`src/rtl/pipeline_pkg.sv`:
```
// Shared pipeline constants: write-back sources, ALU opcodes and forwarding selects.
package pipeline_pkg;

    localparam logic [1:0] RESULT_SRC_ALU  = 2'b00;
    localparam logic [1:0] RESULT_SRC_LOAD = 2'b01;

    localparam logic [3:0] ALU_AND = 4'b0000;
    localparam logic [3:0] ALU_OR  = 4'b0001;
    localparam logic [3:0] ALU_ADD = 4'b0010;
    localparam logic [3:0] ALU_XOR = 4'b0100;
    localparam logic [3:0] ALU_SLL = 4'b0101;
    localparam logic [3:0] ALU_SUB = 4'b0110;
    localparam logic [3:0] ALU_SLT = 4'b0111;
    localparam logic [3:0] ALU_SRA = 4'b1101;

    typedef enum logic [1:0] {
        FWD_REG = 2'd0,
        FWD_MEM = 2'd1,
        FWD_WB  = 2'd2
    } fwd_sel_t;

endpackage

```
`src/rtl/fwd_mux.sv`:
```
// Per-source operand forwarding: MEM result beats WB result beats register value;
// index x0 is never forwarded.
module fwd_mux
    import pipeline_pkg::*;
#(
    parameter int unsigned XLEN   = 32,
    parameter int unsigned REG_AW = 5
) (
    input  logic [REG_AW-1:0] ex_rs_i,
    input  logic [XLEN-1:0]   reg_val_i,
    input  logic [REG_AW-1:0] mem_rd_i,
    input  logic              mem_reg_write_i,
    input  logic [XLEN-1:0]   mem_val_i,
    input  logic [REG_AW-1:0] wb_rd_i,
    input  logic              wb_reg_write_i,
    input  logic [XLEN-1:0]   wb_val_i,
    output fwd_sel_t          sel_o,
    output logic [XLEN-1:0]   val_o
);

    always_comb begin
        sel_o = FWD_REG;
        val_o = reg_val_i;
        if (mem_reg_write_i && (mem_rd_i != '0) && (mem_rd_i == ex_rs_i)) begin
            sel_o = FWD_MEM;
            val_o = mem_val_i;
        end else if (wb_reg_write_i && (wb_rd_i != '0) && (wb_rd_i == ex_rs_i)) begin
            sel_o = FWD_WB;
            val_o = wb_val_i;
        end
    end

endmodule

```
`src/rtl/id_ex_stage.sv`:
```
// ID/EX pipeline register with MEM/WB forwarding and load-use bubble insertion.
// Optional stall/bubble performance counters under `ID_EX_PERF_CNT_EN.
module id_ex_stage
    import pipeline_pkg::*;
#(
    parameter int unsigned XLEN   = 32,
    parameter int unsigned REG_AW = 5
) (
    input  logic              clk,
    input  logic              reset,
    input  logic              stall_i,
    input  logic              flush_i,
    input  logic              id_valid,
    input  logic [XLEN-1:0]   id_rd1,
    input  logic [XLEN-1:0]   id_rd2,
    input  logic [XLEN-1:0]   id_imm,
    input  logic [XLEN-1:0]   id_pc,
    input  logic [REG_AW-1:0] id_rs1,
    input  logic [REG_AW-1:0] id_rs2,
    input  logic [REG_AW-1:0] id_rd,
    input  logic [3:0]        id_alu_control,
    input  logic              id_alu_src_a,
    input  logic              id_alu_src_b,
    input  logic              id_reg_write,
    input  logic              id_mem_write,
    input  logic [1:0]        id_result_src,
    input  logic [REG_AW-1:0] mem_rd,
    input  logic              mem_reg_write,
    input  logic [XLEN-1:0]   mem_alu_result,
    input  logic [REG_AW-1:0] wb_rd,
    input  logic              wb_reg_write,
    input  logic [XLEN-1:0]   wb_result,
    output logic              hazard_stall_o,
    output logic              ex_valid,
    output logic [XLEN-1:0]   alu_a,
    output logic [XLEN-1:0]   alu_b,
    output logic [3:0]        alu_control,
    output logic [REG_AW-1:0] ex_rd,
    output logic              ex_reg_write,
    output logic              ex_mem_write,
    output logic [1:0]        ex_result_src,
    output logic [XLEN-1:0]   ex_write_data,
    output logic [XLEN-1:0]   ex_pc
`ifdef ID_EX_PERF_CNT_EN
    ,
    output logic [31:0]       perf_stall_cnt,
    output logic [31:0]       perf_bubble_cnt
`endif
);

    logic              valid_q, valid_d;
    logic [XLEN-1:0]   rd1_q, rd1_d, rd2_q, rd2_d, imm_q, imm_d, pc_q, pc_d;
    logic [REG_AW-1:0] rs1_q, rs1_d, rs2_q, rs2_d, rd_q, rd_d;
    logic [3:0]        alu_ctl_q, alu_ctl_d;
    logic              src_a_q, src_a_d, src_b_q, src_b_d;
    logic              reg_write_q, reg_write_d, mem_write_q, mem_write_d;
    logic [1:0]        result_src_q, result_src_d;
    logic              bubble;

    assign hazard_stall_o = id_valid & valid_q & (result_src_q == RESULT_SRC_LOAD)
                          & (rd_q != '0) & ((rd_q == id_rs1) | (rd_q == id_rs2));

    // A hazard only bubbles the stage when neither flush nor stall overrides it.
    assign bubble = flush_i | (~stall_i & hazard_stall_o);

    always_comb begin
        valid_d      = valid_q;
        rd1_d        = rd1_q;
        rd2_d        = rd2_q;
        imm_d        = imm_q;
        pc_d         = pc_q;
        rs1_d        = rs1_q;
        rs2_d        = rs2_q;
        rd_d         = rd_q;
        alu_ctl_d    = alu_ctl_q;
        src_a_d      = src_a_q;
        src_b_d      = src_b_q;
        reg_write_d  = reg_write_q;
        mem_write_d  = mem_write_q;
        result_src_d = result_src_q;
        if (bubble) begin
            valid_d      = 1'b0;
            rd1_d        = '0;
            rd2_d        = '0;
            imm_d        = '0;
            pc_d         = '0;
            rs1_d        = '0;
            rs2_d        = '0;
            rd_d         = '0;
            alu_ctl_d    = '0;
            src_a_d      = 1'b0;
            src_b_d      = 1'b0;
            reg_write_d  = 1'b0;
            mem_write_d  = 1'b0;
            result_src_d = '0;
        end else if (!stall_i) begin
            valid_d      = id_valid;
            rd1_d        = id_rd1;
            rd2_d        = id_rd2;
            imm_d        = id_imm;
            pc_d         = id_pc;
            rs1_d        = id_rs1;
            rs2_d        = id_rs2;
            rd_d         = id_rd;
            alu_ctl_d    = id_alu_control;
            src_a_d      = id_alu_src_a;
            src_b_d      = id_alu_src_b;
            reg_write_d  = id_reg_write;
            mem_write_d  = id_mem_write;
            result_src_d = id_result_src;
        end
    end

    always_ff @(posedge clk) begin
        if (reset) begin
            valid_q      <= 1'b0;
            rd1_q        <= '0;
            rd2_q        <= '0;
            imm_q        <= '0;
            pc_q         <= '0;
            rs1_q        <= '0;
            rs2_q        <= '0;
            rd_q         <= '0;
            alu_ctl_q    <= '0;
            src_a_q      <= 1'b0;
            src_b_q      <= 1'b0;
            reg_write_q  <= 1'b0;
            mem_write_q  <= 1'b0;
            result_src_q <= '0;
        end else begin
            valid_q      <= valid_d;
            rd1_q        <= rd1_d;
            rd2_q        <= rd2_d;
            imm_q        <= imm_d;
            pc_q         <= pc_d;
            rs1_q        <= rs1_d;
            rs2_q        <= rs2_d;
            rd_q         <= rd_d;
            alu_ctl_q    <= alu_ctl_d;
            src_a_q      <= src_a_d;
            src_b_q      <= src_b_d;
            reg_write_q  <= reg_write_d;
            mem_write_q  <= mem_write_d;
            result_src_q <= result_src_d;
        end
    end

    fwd_sel_t        fwd1_sel, fwd2_sel;
    logic [XLEN-1:0] fwd_rs1, fwd_rs2;

    fwd_mux #(.XLEN(XLEN), .REG_AW(REG_AW)) u_fwd_rs1 (
        .ex_rs_i         (rs1_q),
        .reg_val_i       (rd1_q),
        .mem_rd_i        (mem_rd),
        .mem_reg_write_i (mem_reg_write),
        .mem_val_i       (mem_alu_result),
        .wb_rd_i         (wb_rd),
        .wb_reg_write_i  (wb_reg_write),
        .wb_val_i        (wb_result),
        .sel_o           (fwd1_sel),
        .val_o           (fwd_rs1)
    );

    fwd_mux #(.XLEN(XLEN), .REG_AW(REG_AW)) u_fwd_rs2 (
        .ex_rs_i         (rs2_q),
        .reg_val_i       (rd2_q),
        .mem_rd_i        (mem_rd),
        .mem_reg_write_i (mem_reg_write),
        .mem_val_i       (mem_alu_result),
        .wb_rd_i         (wb_rd),
        .wb_reg_write_i  (wb_reg_write),
        .wb_val_i        (wb_result),
        .sel_o           (fwd2_sel),
        .val_o           (fwd_rs2)
    );

    // Select codes are kept for debug probing only; the datapath uses the muxed values.
    logic unused_fwd_sel;
    assign unused_fwd_sel = ^{2'(fwd1_sel), 2'(fwd2_sel)};

    assign alu_a         = src_a_q ? pc_q  : fwd_rs1;
    assign alu_b         = src_b_q ? imm_q : fwd_rs2;
    assign ex_write_data = fwd_rs2;
    assign ex_valid      = valid_q;
    assign alu_control   = alu_ctl_q;
    assign ex_rd         = rd_q;
    assign ex_reg_write  = reg_write_q;
    assign ex_mem_write  = mem_write_q;
    assign ex_result_src = result_src_q;
    assign ex_pc         = pc_q;

`ifdef ID_EX_PERF_CNT_EN
    logic [31:0] stall_cnt_q, stall_cnt_d, bubble_cnt_q, bubble_cnt_d;

    // Saturating event counters.
    always_comb begin
        stall_cnt_d  = stall_cnt_q;
        bubble_cnt_d = bubble_cnt_q;
        if (stall_i && (stall_cnt_q != '1)) begin
            stall_cnt_d = stall_cnt_q + 32'd1;
        end
        if (bubble && (bubble_cnt_q != '1)) begin
            bubble_cnt_d = bubble_cnt_q + 32'd1;
        end
    end

    always_ff @(posedge clk) begin
        if (reset) begin
            stall_cnt_q  <= '0;
            bubble_cnt_q <= '0;
        end else begin
            stall_cnt_q  <= stall_cnt_d;
            bubble_cnt_q <= bubble_cnt_d;
        end
    end

    assign perf_stall_cnt  = stall_cnt_q;
    assign perf_bubble_cnt = bubble_cnt_q;
`endif

endmodule
```
`config.mk`:
```
export PLATFORM = sky130hd
export DESIGN_NAME = id_ex_stage
export DESIGN_NICKNAME = d
export VERILOG_FILES = /design/src/rtl/pipeline_pkg.sv /design/src/rtl/fwd_mux.sv /design/src/rtl/id_ex_stage.sv
export SDC_FILE = /design/constraint.sdc
export NUM_CORES = 1
export LEC_CHECK = 0
export ABC_AREA = 1
export CAP_MARGIN = 20
export CORE_ASPECT_RATIO = 0.9
export CORE_MARGIN = 3
export CORE_UTILIZATION = 40
export DETAILED_ROUTE_END_ITERATION = 12
export PLACE_DENSITY = 0.78
export REMOVE_ABC_BUFFERS = 1
export SLEW_MARGIN = 10
export SYNTH_ARGS = -nofsm -noshare
export SYNTH_HDL_FRONTEND = slang
export SYNTH_SLANG_ARGS = --single-unit
```
`constraint.sdc`:
```
create_clock -name clk -period 5.97 [get_ports clk]
set_clock_uncertainty 0.1 [all_clocks]
set_input_delay 1.4925 -clock clk [delete_from_list [all_inputs] [get_ports clk]]
set_output_delay 1.4925 -clock clk [all_outputs]
set_load 0.03 [all_outputs]
```
# Yosys cells after proc, flatten, opt, wreduce, memory -nomap -nowiden
# Index checks and enable logic that the tools add are counted.
dict set report totals {
  input_bits 234
  register_bits 154
  elab_cells 45
  output_inout_bits 143
}
dict set report classes {
  n_reduce_logical 10
  eq_ne 7
  bitwise_logic 8
  n_mux 6
}
# op n
set op_table {}
lappend op_table {{two-way mux 32 bit} 6}
lappend op_table {{equality test 5 bit} 6}
lappend op_table {{nonzero test 5 bit} 3}
lappend op_table {{logical AND 1 bit} 6}
lappend op_table {{AND 1 bit} 5}
lappend op_table {{equality test 2 x 1 -> 1 bit, second input constant} 1}
lappend op_table {{OR 1 bit} 2}
lappend op_table {{OR reduction 2 bit} 1}
lappend op_table {{inverter 1 bit} 1}

# Logic depth before layout (Yosys ltp)
# Gate-level depths: netlist (run 1).
dict set report logic_depth {
  word_depth 7
  depth_mapped 11
  mapped_depth_nobuf 10
}

# By module
# From an unflattened synthesis (run 1), not the netlist that was laid out.
dict set report hier_totals {
  cells_unflattened 1215
  hier_area_um2 9051.2
}
# module n_inst area_per_inst_um2 cells_each seq_area_each_um2
set by_module_without_submodules {}
lappend by_module_without_submodules {id_ex_stage 1 6386.1 629 3083.0}
lappend by_module_without_submodules {fwd_mux 2 1332.5 293 0.0}

# Worst setup path before layout (run 1)
# OpenSTA, ideal clock, no wires.
dict set report synth_path {
  kind {input to output}
  startpoint {in wb_rd[4]}
  endpoint {out ex_write_data[10]}
  path_buffers 1
  arrival_ns 2.573
  path_stages 6
  required_ns 4.378
  setup_slack_ns 1.805
  path_cell_list {xor2_1 -> nor2_1 -> buf_2 -> nand3_1 -> nand3_1 -> and2_1}
}
dict set report synth_between {
  elab_chain_len 5
  word_cells_on_any_way 6
  classes_between {eq/ne (1); mux (2); reduce/logical (3)}
}
# element line
set synth_lines {}
lappend synth_lines {{start: declaration} id_ex_stage.sv:30} ;# input logic [REG_AW-1:0] wb_rd,
lappend synth_lines {{nonzero test 5 bit} fwd_mux.sv:27} ;# end else if (wb_reg_write_i && (wb_rd_i != '0) && (wb_rd_i == ex_rs_i)) begin
lappend synth_lines {{logical AND 1 bit} fwd_mux.sv:27}
lappend synth_lines {{logical AND 1 bit *} fwd_mux.sv:27}
lappend synth_lines {{two-way mux 32 bit *} fwd_mux.sv:27}
lappend synth_lines {{two-way mux 32 bit *} fwd_mux.sv:24} ;# if (mem_reg_write_i && (mem_rd_i != '0) && (mem_rd_i == ex_rs_i)) begin
lappend synth_lines {{end: declaration} id_ex_stage.sv:42} ;# output logic [XLEN-1:0] ex_write_data,
# Mark *: on every way between the ends. The rest lies on a longest branch, timed or not.

# Worst setup path in the final report (run 1)
dict set report layout_path {
  startpoint {in wb_rd[1]}
  endpoint {out ex_write_data[14]}
}
# The elaborated chain is that of the path after synthesis.

==> impl_metrics.csv, run 1 <==
group,metric,value,unit
critical_path,path_buf_inv,2,
cts,cts.sinks,154,
cts,tritoncts,"done",
critical_path,cp-end-kind,"output port",
floorplanning,core,21100,um2
cts,clk_pin_slew,70,ps
route,antenna_left,0,
sta,rsz0062_at_grt,"no",
floorplanning,start_util,41.2,%
critical_path,required,4380,ps
route,post_drt_wl_per_cell,18.4,um
synth,ys_types,21,
layout,final_common_cell,"clkdlybuf4s50_1",
pwr,vdd_drop_max,0.173,mV
critical_path,critPathArrivalTime,3860,ps
synth,synthArstFlopShare,0,%
sta,hold_viol,0,
sta,drv_slew,0,
synth,synth_top_area_cell,"dfxtp_1",
synth,synth_edf_count,0,
cts,root_buffer,"clkbuf_16",
synth,synth_area,8680,um2
cts,numCtsBuffers,17,
placed_design,globalplace.congestion,0.875,
floorplanning,die_y,146,um
cts,cts_setup_buffers,0,
route,vias,9417,
route,firstDrtPassIters,5,
route,drc_errors,0,
synth,synth_cells,1222,
critical_path,critPathMaxStageDelay,590,ps
sta,hold-worst-slack,407,ps
layout,seq_area,3090,um2
layout,nFillCells,1889,
cts,insertion_delay,420,ps
layout,nets,1789,
synth,yosys.area.top_type_share,35.5,%
sta,finalCriticalPeriod,5460,ps
route,wl,34200,um
min_path,min_path_type,"flip-flop to flip-flop",
placed_design,placed_cell_area,12500,um2
layout,synthToLayoutAreaGrowth,50.5,%
sta,setup_viol_count_final,0,
critical_path,cp_cell_sequence,"clkdlybuf4s50_1 -> nor2_1 -> nand3_1 -> nand2_1 -> nor2_4 -> nand2_2 -> nand2_1 -> nand3_1 -> and2_1 -> clkdlybuf4s50_1",
layout,multi_input_area,4910,um2
cts,cts_resized,0,
global_route,grt_pass1_vias,9297,
global_route,antenna_found_initial,1,
floorplanning,die_w,161,um
critical_path,worstPathMaxFanout,13,
sta,max_freq,183,MHz
sta,fin_crit_sh,91.4,%
synth,ys.flop_type,"dfxtp_1",
cts,max-clock-path-buffers,2,
layout,final_cell_mix,"clkdlybuf4s50_1, nand2_1, nand3_1",
floorplanning,pin_count,377,
critical_path,crit_path_start_kind,"input port",
route,viasPerCell,5.08,
synth,ys_ff_latch,154,
synth,synth_area_per_cell,7.11,um2
layout,stdcell_area,13100,um2
critical_path,path_delay_family,"simple AND/OR/NAND/NOR gates",
pwr,leakage,0.00613,uW
global_route,grt.total_usage,28.1,%
synth,netlist_top_cells_area,"dfxtp_1, mux2i_1, nand3_1",
run_status,outcome,"complete, no violations",
job,maxCapViolations,0,
placed_design,post-dp-hpwl,23700,um
sta,worst_slew_pin_slew,1130,ps
cts,htree_levels,4,
global_route,grt_max_degree,87,
global_route,grt_pass1_wl,51900,um
sta,tns,0,ps
critical_path,crit_slowest_cell,"clkdlybuf4s50_1",
cts,ctsHoldBuffers,0,
global_route,gr-total-overflow,0,
sta,slew_headroom,24.7,%
synth,yosysWarningCount,0,
layout,drive_gt1_share,9.06,%
floorplanning,rows,50,
floorplanning,dieArea,23500,um2
synth,ys_seq_area_share,35.5,%
pwr,p_per_area,216,nW/um2
route,drt_iter0_markers,709,
critical_path,crit_type,"input port to output port",
placed_design,io_buffer_count,376,
[final timing paths]
check / from / to / slack, ps / cells after the start
worst max-delay path: wb_rd[1] / ex_write_data[14] / 510 / 10
worst max register to register: ex_rd[1]$_SDFFE_PP0N_ / src_a_q$_SDFFE_PP0N_ / 3490 / 9
worst min-delay path: ex_reg_write$_SDFFE_PP0N_ / ex_reg_write$_SDFFE_PP0N_ / 410 / 2
worst min register to register: ex_reg_write$_SDFFE_PP0N_ / ex_reg_write$_SDFFE_PP0N_ / 410 / 2
[metrics by stage]
| stage | total power, uW | utilization [%] | setup slack, ps | instances |
|---|---|---|---|---|
| 2_1_floorplan | 1390 | - | 368 | 1138 |
| 3_3_place_gp | 1750 | 59.2 | 558 | 1822 |
| 3_5_place_dp | 1760 | 59.2 | 516 | 1822 |
| 4_1_cts | 2840 | 62.0 | 510 | 1854 |
| 5_1_grt | 2940 | 62.0 | 338 | 1855 |
| 6_report | 2820 | 62.0 | 515 | 1855 |
[per-layer routing]
| layer | share of wire, % | vias to the layer above | global-route usage [%] |
|---|---|---|---|
| li1 | - | 4603 | - |
| met1 | 39 | 4266 | 33.6 |
| met2 | 48 | 486 | 48.2 |
| met3 | 9.2 | 62 | 7.43 |
| met4 | 3.1 | 0 | 10.5 |
| met5 | 0 | - | 0 |
[registers in the layout (all words and copies together), names as in the netlist]
name and flops:
alu_control 4, ex_mem_write 1, ex_pc 32, ex_rd 5, ex_reg_write 1, ex_result_src 2, ex_valid 1, imm_q 32
rd1_q 32, rd2_q 32, rs1_q 5, rs2_q 5, src_a_q 1, src_b_q 1
[cell usage after synthesis, types with 3 or more instances]
master / count
nor2_2: 5
nor2_1: 166
inv_1: 78
buf_1: 7
nor3_1: 3
and2_1: 32
nand2_1: 281
buf_2: 47
xor2_1: 15
buf_6: 10
clkbuf_1: 20
xnor2_1: 11
nand3_1: 232
o21ai_0: 9
dfxtp_1: 154
mux2i_1: 145
[logic make-up (layout without fill, tap and decap cells)]
family	after synthesis	in the layout	synth area share [%]
XOR/XNOR	26	26	2.62
AND/OR/NAND/NOR	723	723	35.9
flip-flops	154	154	35.5
multiplexers	145	145	16.7
other	0	1	0
AO/OA/AOI/OAI	12	12	0.735
buffers and inverters	162	508	8.54
[report_power, final]
| group | leakage [uW] | switching [uW] | internal (uW) | total [uW] |
|---|---|---|---|---|
| Combinational | 0.00460 | 347 | 308 | 654 |
| Sequential | 0.00126 | 22.9 | 1060 | 1080 |
| Clock | 0.000280 | 487 | 595 | 1080 |
[worst min-delay path, delay by kind of cell, from the launching register on]
| family | cells | cell delay, ps |
|---|---|---|
| DFF | 1 | 330 |
| muxes | 1 | 70 |
| and+or+nand+nor | 1 | 80 |
[area by class of cell]
cell class | count | share of cell area (%)
timing repair buffer | 398 | 29.4
multi-input combinational | 906 | 37.6
inverter | 78 | 2.24
sequential | 154 | 23.6
tap | 286 | 2.74
clock buffer | 18 | 3.36
antenna | 1 | 0.0191
clock inverter | 14 | 1.04
Note: power is estimated with default switching activity, not from simulation.
==> run 2, diff against run 1 <==
SLEW_MARGIN = default   (was 10)
==> results of run 2 <==
No change in the layout: final DEF, timing and power equal those of run 1.
